===== config.mk =====
export PLATFORM = sky130hd
export DESIGN_NAME = key_scan_arbiter
export DESIGN_NICKNAME = d
export VERILOG_FILES = /design/src/rtl/key_scan_pkg.sv /design/src/rtl/key_scan_arbiter_rr_pick.sv /design/src/rtl/key_scan_arbiter.sv
export SDC_FILE = /design/constraint.sdc
export NUM_CORES = 1
export LEC_CHECK = 0
export CAP_MARGIN = 10
export CORE_MARGIN = 5
export CORE_UTILIZATION = 40
export CTS_CLUSTER_SIZE = 14
export DETAILED_ROUTE_END_ITERATION = 10
export GPL_ROUTABILITY_DRIVEN = 0
export PLACE_DENSITY = 0.69
export SLEW_MARGIN = 40
export SYNTH_ARGS = -nofsm -noshare
export SYNTH_HDL_FRONTEND = slang
export SYNTH_SLANG_ARGS = --single-unit

===== constraint.sdc =====
create_clock -name clk -period 5.7 [get_ports clk]
set_input_delay 1.14 -clock clk [delete_from_list [all_inputs] [get_ports clk]]
set_output_delay 1.14 -clock clk [all_outputs]
set_load 0.01 [all_outputs]

===== src/rtl/key_scan_pkg.sv =====
// Shared types and defaults for the key scan arbiter and its round-robin picker.
// Default timer terminal count gives 40 ms of stability at a 50 MHz clock.
package key_scan_pkg;

    localparam int DEF_CNT_W = 30;
    localparam logic [DEF_CNT_W-1:0] DEF_T_DEB = 30'd1_999_999;

    typedef enum logic [1:0] {
        IDLE  = 2'd0,
        COUNT = 2'd1,
        EMIT  = 2'd2
    } state_t;

endpackage


===== src/rtl/key_scan_arbiter_rr_pick.sv =====
// Combinational round-robin finder: returns the first set request bit at or
// above ptr, wrapping past the top index back to zero.
module rr_pick #(
    parameter int N_KEYS = 4,
    parameter int IDX_W  = $clog2(N_KEYS)
) (
    input  logic [N_KEYS-1:0] req,
    input  logic [IDX_W-1:0]  ptr,
    output logic [IDX_W-1:0]  gnt_idx,
    output logic              any
);

    logic [IDX_W-1:0] cand [N_KEYS];

    // cand[k] is the key index visited k steps after ptr in the circular search
    genvar gi;
    generate
        for (gi = 0; gi < N_KEYS; gi++) begin : g_cand
            logic [IDX_W:0] sum;
            assign sum = {1'b0, ptr} + (IDX_W+1)'(gi);
            assign cand[gi] = (sum >= (IDX_W+1)'(N_KEYS))
                            ? IDX_W'(sum - (IDX_W+1)'(N_KEYS))
                            : IDX_W'(sum);
        end
    endgenerate

    // Scanning from the far end lets the nearest candidate overwrite the rest
    always_comb begin
        any     = 1'b0;
        gnt_idx = '0;
        for (int i = N_KEYS - 1; i >= 0; i--) begin
            if (req[cand[i]]) begin
                any     = 1'b1;
                gnt_idx = cand[i];
            end
        end
    end

endmodule


===== src/rtl/key_scan_arbiter.sv =====
// Multi-key debouncer sharing one stability timer: grants the timer round-robin
// to a key whose synchronized level disagrees with its debounced state.
module key_scan_arbiter
    import key_scan_pkg::*;
#(
    parameter int               N_KEYS = 4,
    parameter int               CNT_W  = DEF_CNT_W,
    parameter logic [CNT_W-1:0] T_DEB  = CNT_W'(DEF_T_DEB),
    parameter int               IDX_W  = $clog2(N_KEYS)
) (
    input  logic              clk,
    input  logic              rst,
    input  logic [N_KEYS-1:0] key_in,
    output logic              ev_valid,
    input  logic              ev_ready,
    output logic [IDX_W-1:0]  ev_key,
    output logic              ev_press,
    output logic [N_KEYS-1:0] key_state,
    output logic              busy
);

    state_t            state_q, state_d;
    logic [N_KEYS-1:0] sync1_q, sync1_d;
    logic [N_KEYS-1:0] sync2_q, sync2_d;
    logic [N_KEYS-1:0] key_state_q, key_state_d;
    logic [IDX_W-1:0]  idx_q, idx_d;
    logic [IDX_W-1:0]  ptr_q, ptr_d;
    logic [CNT_W-1:0]  cnt_q, cnt_d;
    logic              ev_valid_q, ev_valid_d;
    logic [IDX_W-1:0]  ev_key_q, ev_key_d;
    logic              ev_press_q, ev_press_d;

    logic [N_KEYS-1:0] sync;
    logic [N_KEYS-1:0] mismatch;
    logic [IDX_W-1:0]  pick_idx;
    logic              pick_any;
    logic [IDX_W-1:0]  idx_inc;
    logic              abort;

    assign sync     = sync2_q;
    assign mismatch = sync ^ key_state_q;
    assign idx_inc  = (idx_q == IDX_W'(N_KEYS - 1)) ? '0 : idx_q + 1'b1;
    // Granted key drifted back to its debounced level before confirmation
    assign abort    = (sync[idx_q] == key_state_q[idx_q]);

    rr_pick #(
        .N_KEYS (N_KEYS),
        .IDX_W  (IDX_W)
    ) u_rr_pick (
        .req     (mismatch),
        .ptr     (ptr_q),
        .gnt_idx (pick_idx),
        .any     (pick_any)
    );

    always_ff @(posedge clk) begin
        if (rst) begin
            state_q     <= IDLE;
            sync1_q     <= '1;
            sync2_q     <= '1;
            key_state_q <= '1;
            idx_q       <= '0;
            ptr_q       <= '0;
            cnt_q       <= '0;
            ev_valid_q  <= 1'b0;
            ev_key_q    <= '0;
            ev_press_q  <= 1'b0;
        end else begin
            state_q     <= state_d;
            sync1_q     <= sync1_d;
            sync2_q     <= sync2_d;
            key_state_q <= key_state_d;
            idx_q       <= idx_d;
            ptr_q       <= ptr_d;
            cnt_q       <= cnt_d;
            ev_valid_q  <= ev_valid_d;
            ev_key_q    <= ev_key_d;
            ev_press_q  <= ev_press_d;
        end
    end

    always_comb begin
        state_d = state_q;
        case (state_q)
            IDLE:    if (pick_any) state_d = COUNT;
            COUNT: begin
                if (abort)               state_d = IDLE;
                else if (cnt_q == T_DEB) state_d = EMIT;
            end
            EMIT:    if (ev_ready) state_d = IDLE;
            default: state_d = IDLE;
        endcase
    end

    always_comb begin
        sync1_d     = key_in;
        sync2_d     = sync1_q;
        key_state_d = key_state_q;
        idx_d       = idx_q;
        ptr_d       = ptr_q;
        cnt_d       = cnt_q;
        ev_valid_d  = ev_valid_q;
        ev_key_d    = ev_key_q;
        ev_press_d  = ev_press_q;
        case (state_q)
            IDLE: begin
                if (pick_any) begin
                    idx_d = pick_idx;
                    cnt_d = '0;
                end
            end
            COUNT: begin
                if (abort) begin
                    ptr_d = idx_inc;
                end else if (cnt_q == T_DEB) begin
                    // Counter parks at T_DEB so it never wraps
                    key_state_d[idx_q] = sync[idx_q];
                    ev_key_d           = idx_q;
                    ev_press_d         = ~sync[idx_q];
                    ev_valid_d         = 1'b1;
                end else begin
                    cnt_d = cnt_q + 1'b1;
                end
            end
            EMIT: begin
                if (ev_ready) begin
                    ev_valid_d = 1'b0;
                    ptr_d      = idx_inc;
                end
            end
            default: ;
        endcase
    end

    assign ev_valid  = ev_valid_q;
    assign ev_key    = ev_key_q;
    assign ev_press  = ev_press_q;
    assign key_state = key_state_q;
    assign busy      = (state_q != IDLE);

endmodule


== Word-level counts from Yosys, hierarchy flattened ==
Cells that the tools add are included.
Operators by class
  add/subtract/negate cells: 9
  order comparisons: 10
  equal/unequal tests: 12
  mux-type cells: 44
  bitwise logic cells: 3
  reductions and logical operators: 11
Operators by type and width (number)
  30-bit two-way mux: 3
  30-bit case mux with 2 select lines: 1
  30-bit by 1-bit adder with 30-bit output, second input constant: 1
  30-bit by 21-bit equality test with 1-bit output, second input constant: 1
  2-bit two-way mux: 15
  2-bit by 3-bit < comparator with 1-bit output, second input constant: 5
  1-bit two-way mux: 14
  1-bit binary-select mux with 2-bit select: 6
  2-bit inequality test, second input constant: 6
  3-bit >= comparator, second input constant: 3
  3-bit AND reduction: 3
  4-bit AND reduction: 2
  2-bit by 1-bit subtractor with 2-bit output, second input constant: 4
  2-bit by 2-bit adder with 3-bit output, second input constant: 2
  2-bit case mux with 3 select lines: 1
  2-bit nonzero test: 3
  4-bit bitwise mux: 1
  2-bit equality test, second input constant: 2
  2-bit case mux with 2 select lines: 1
  4-bit XOR: 1
  2-bit by 1-bit adder with 3-bit output, second input constant: 1
  2-bit by 3-bit >= comparator with 1-bit output, second input constant: 1
  3-bit inequality test, second input constant: 1
  2-bit by 1-bit adder with 2-bit output, second input constant: 1
  9 further kinds: 10
Word-level totals
  register bits: 52
  input port bits: 7
  word-level logic and storage cells: 99

== Longest topological paths before layout ==
  depth after elaboration: 11
  depth in mapped cells: 8
  gate-level depth less buffers: 7

== Modules after synthesis ==
Synthesis repeated with hierarchy kept, for this count alone.
Unflattened totals
  cell total of the unflattened synthesis: 324
  area, all modules: 2854.0 µm²
Modules (own cells, without submodules)
  key_scan_arbiter: times used 1, cells each 311, area an instance 2776.4 µm², sequential area each 1041.0 µm²
  rr_pick: times used 1, cells each 13, area an instance 77.6 µm², sequential area each 0.0 µm²

== Worst setup path after synthesis ==
No wires, ideal clock.
  path kind: input-to-reg
  start point: in rst
  end point: reg cnt_q[0]
  arrival time: 2023 ps
  slack: 3549 ps
  stages on the path: 5
  cell sequence: clkbuf_1 > nand2b_1 > clkbuf_1 > clkbuf_1 > nor2_1
RTL lines
  start, declared: line key_scan_arbiter.sv:12  | input logic rst,
  end signal, assigned: line key_scan_arbiter.sv:75  | cnt_q <= cnt_d;
  end, declared: line key_scan_arbiter.sv:28  | logic [CNT_W-1:0] cnt_q, cnt_d;

== Worst setup path after layout ==
  start point: reg state_q[1]
  end point: out busy
Between the ends
  longest elaborated chain between the ends: 1
RTL lines
  start, declared: line key_scan_arbiter.sv:22  | state_t state_q, state_d;
  start signal, assigned: line key_scan_arbiter.sv:69  | state_q <= state_d;
  2-bit nonzero test: line key_scan_arbiter.sv:139  | assign busy = (state_q != IDLE);
  end, declared: line key_scan_arbiter.sv:19  | output logic busy
No other way between the ends.

==> out/summary.md <==
The detailed router placed 2,237 vias in this run. Once detailed placement completed, the half-perimeter wirelength came to 4034 um. For the total setup buffers inserted after CTS, the log shows 0. The tree is rooted in a clkbuf_8. Timing would allow up to 382.9 MHz.

The mapped netlist covers 2566 um^2. The tools report the clock sink total as 52. Entering global routing, the biggest net connects 29 pins. The final critical path takes up 45.82% of the cycle. The worst reg2reg path depth works out to 6.

The most used flip-flop cell after synthesis is dfxtp_1. Power spread over the standard cell area amounts to 228.1 nW/um^2. The number of nets handed over by synthesis was 308.

The worst hold path stage count was 1; the reported max-cap violation count was 0. The repair_antennas step left the layout with diodes totalling 0. In the layout the commonest cells are 52 x dfxtp_1, 29 x nor2_1, 29 x nand2_1, 25 x a21oi_1, 15 x clkdlybuf4s50_1. Input and output buffers added on the ports amount to 15. The post-synthesis cell type count was 48; the number of antenna violations at the first check in global routing was 0. Sorting the synthesized cells by area gives the leading types as dfxtp_1 41%, a21oi_1 4.9%, xnor2_1 4.8%. The run finished with clean final reports. For this run, the register share of the synthesized area comes to 40.57%.

The die covers 8117 um^2. From synthesis to final layout, the design area changed by 12.09%. The standby leakage power came out at 0.9477 nW.

The area share of the largest cell type after synthesis was 40.57%; the total congestion overflow was 0. Post-layout worst setup margin: 3.088 ns. For this design, the CTS-stage hold fixing added 0 buffers. For the number of hold-slack violations in the final timing report, the log shows 0.

The run gives 0 as the residual antenna-violating net count after detailed routing. The critical path in this run is classified as reg -> out. The count of final setup violators was 0; the final non-filler cell total was 385.

TritonCTS built the clock tree. The routed wirelength normalized by instance count is 14.54 um, and the clock transition at the register clock pins on the worst setup and hold paths after CTS is 0.09 ns. The number of filler cells placed in the layout is 637. Including well taps, the total number of placed cells is 378. Counting the buffers created by CTS gives 5. The run gives 5598 um as the total wire length. Measured along the y axis, the die boundary spans 90.10 um. The tools report the synthesis warning total as 0. Synthesis-stage register bit count: 52. The logs give 0 for the max-slew violation count and 0 ns for the sum of negative setup slack. The gate count after technology mapping was 296; the average instance area after synthesis was 8.670 um^2. The reg-to-reg critical path startpoint was cnt_q[4]$_SDFFE_PP0P_.

In this run, the number of DRC markers left after iteration 0 of detailed routing was 176. For flop-to-flop paths, the worst setup slack is 3.22 ns. The clock tree synthesis step divided the H-tree into 2 levels.

Class of the most critical hold timing path: reg -> reg. The floorplan row count was 29. Setup repair after global routing left no endpoint under its margin.

The number of nets in the layout is 320. The worst register-to-register path ends at cnt_q[29]$_SDFFE_PP0P_. The post-cts resize count was 0; the worst-margin pin slew was 0.6641 ns.

The critical-path maximum fanout is 5. For the placeable core region, the log shows 6277 um^2. For the source-to-sink clock delay at the later pin of the worst-skew pair, the log shows 0.30 ns. During I/O placement, the number of pins put on the boundary was 16. The run gives 14.10% as the overall fraction of global-route tracks in use.

The run gives 2,075 as the number of global-route vias before repair. The first global-routing pass estimated 9708 um of wire. For the final database, setup skew stands at 0.007846 ns. Overall power consumption after layout is estimated at 0.0006561 W. The worst hold path begins at sync1_q[3]$_SDFF_PP1_. The first-pass detailed-route iteration total is 6.

After detailed routing, the number of remaining DRC violations is 0. For the finished layout, the period the worst path requires is 2.612 ns. Of all flip-flops after synthesis, the portion carrying an async set or reset was 0%. The library cell used most frequently in the layout, excluding fill and tap cells, is dfxtp_1. The logs give 40.88% for the effective utilization at floorplan and 4.56 ns for the data required time at the worst endpoint. Of the cells placed in the final design, the portion with a size suffix greater than 1 is 7.792%. The worst pin sits at a relative slew slack of 55.63%. The worst setup path is launched from a flip-flop. STA classifies the critical path endpoint as an output pin. The run gives 2.848 ns as the setup slack at placement.

VDD sags by at most 94.86 uV. The post-synthesis cell type with the largest combined area is dfxtp_1. For hold timing, the worst endpoint is sync[3]$_SDFF_PP1_. The run gives 2 as the buffer depth of the longest clock path. STA puts the critical path data arrival time at 1.47 ns. The detail-routed via count per cell is 5.810, and the number of enable-type register cells in the synthesized netlist is 0.

Hold is met by 0.4150 ns. The die is 90.10 um wide.
-- routing by layer --
layer | global-route usage [%] | share of wire [%] | vias up
li1 | - | - | 1115
met1 | 19.11 | 48 | 1057
met2 | 21.89 | 45 | 54
met3 | 2.588 | 4.7 | 11
met4 | 6.079 | 2.2 | 0
met5 | 0 | 0 | -
-- flip-flops by register name (all words and copies together) (netlist names) --
| name | cells |
|---|---|
| cnt_q | 30 |
| ev_key | 2 |
| ev_press | 1 |
| ev_valid | 1 |
| idx_q | 2 |
| key_state | 4 |
| ptr_q | 2 |
| state_q | 2 |
| sync | 4 |
| sync1_q | 4 |
-- cell type report --
class                           instances  area [um^2]  area share, %
Tap cell                               77        96.34          3.349
Clock buffer                            7        96.34          3.349
Inverter                                3        11.26         0.3915
Sequential cell                        52         1041          36.19
Multi-Input combinational cell        229         1466          50.98
Timing Repair Buffer                   17        165.2          5.742
-- Yosys cell counts, types with 2 or more instances --
library cell	count
dfxtp_1	52
nand2_1	29
nor2_1	29
a21oi_1	25
xnor2_1	14
o21ai_0	11
or2_2	9
nor3_1	8
and3_1	7
clkbuf_1	7
nand3_1	7
or4_1	6
a21boi_0	5
and4_1	5
ha_1	5
mux2i_1	5
nand4_1	5
o21a_1	5
o31ai_1	5
or3_1	5
a311o_1	4
nor4_1	4
xor2_1	4
a31oi_1	3
a41oi_1	3
inv_1	3
a41o_1	2
clkbuf_2	2
mux4_2	2
nand2b_1	2
nand4b_1	2
nor4b_1	2
o2111ai_1	2
o221ai_1	2
o31a_1	2
-- worst max path at each step --
stage	startpoint	end	slack [ns]	cells after the start
after floorplan	rst	cnt_q[0]$_SDFFE_PP0P_	3.55	5
after global placement	rst	cnt_q[2]$_SDFFE_PP0P_	2.57	5
after detailed placement	rst	cnt_q[2]$_SDFFE_PP0P_	2.85	5
after CTS	state_q[1]$_SDFFE_PP0P_	busy	3.07	2
after global routing	state_q[1]$_SDFFE_PP0P_	busy	3.04	2
final	state_q[1]$_SDFFE_PP0P_	busy	3.09	2
-- cell families after synthesis --
logic type	after synthesis	share of synthesized area, %
buf+inv	15	2.633
mux	7	3.705
xor+xnor	18	6.143
compound gates	74	18.97
fa+ha+maj	5	2.438
flops	52	40.57
simple gates	125	25.55
-- critical path: stages (launching register included) --
cell             delay, ns
dfxtp_1               0.34
or2_2                 0.34
clkdlybuf4s50_1       0.49
-- stage by stage --
stage | utilization (%) | instance area (um^2)
after floorplan | - | 2566
after global placement | 44.15 | 2771
after detailed placement | 44.29 | 2780
after CTS | 45.82 | 2877
after global routing | 45.82 | 2877
final | 45.82 | 2877
-- where the power goes --
part	internal, W	switching (W)	leakage [nW]
combinational	0.0000212	0.0000376	0.476
clock	0.000108	0.000114	0.0503
sequential	0.000369	0.00000594	0.422
No activity file was read; power rests on OpenSTA's default activity.
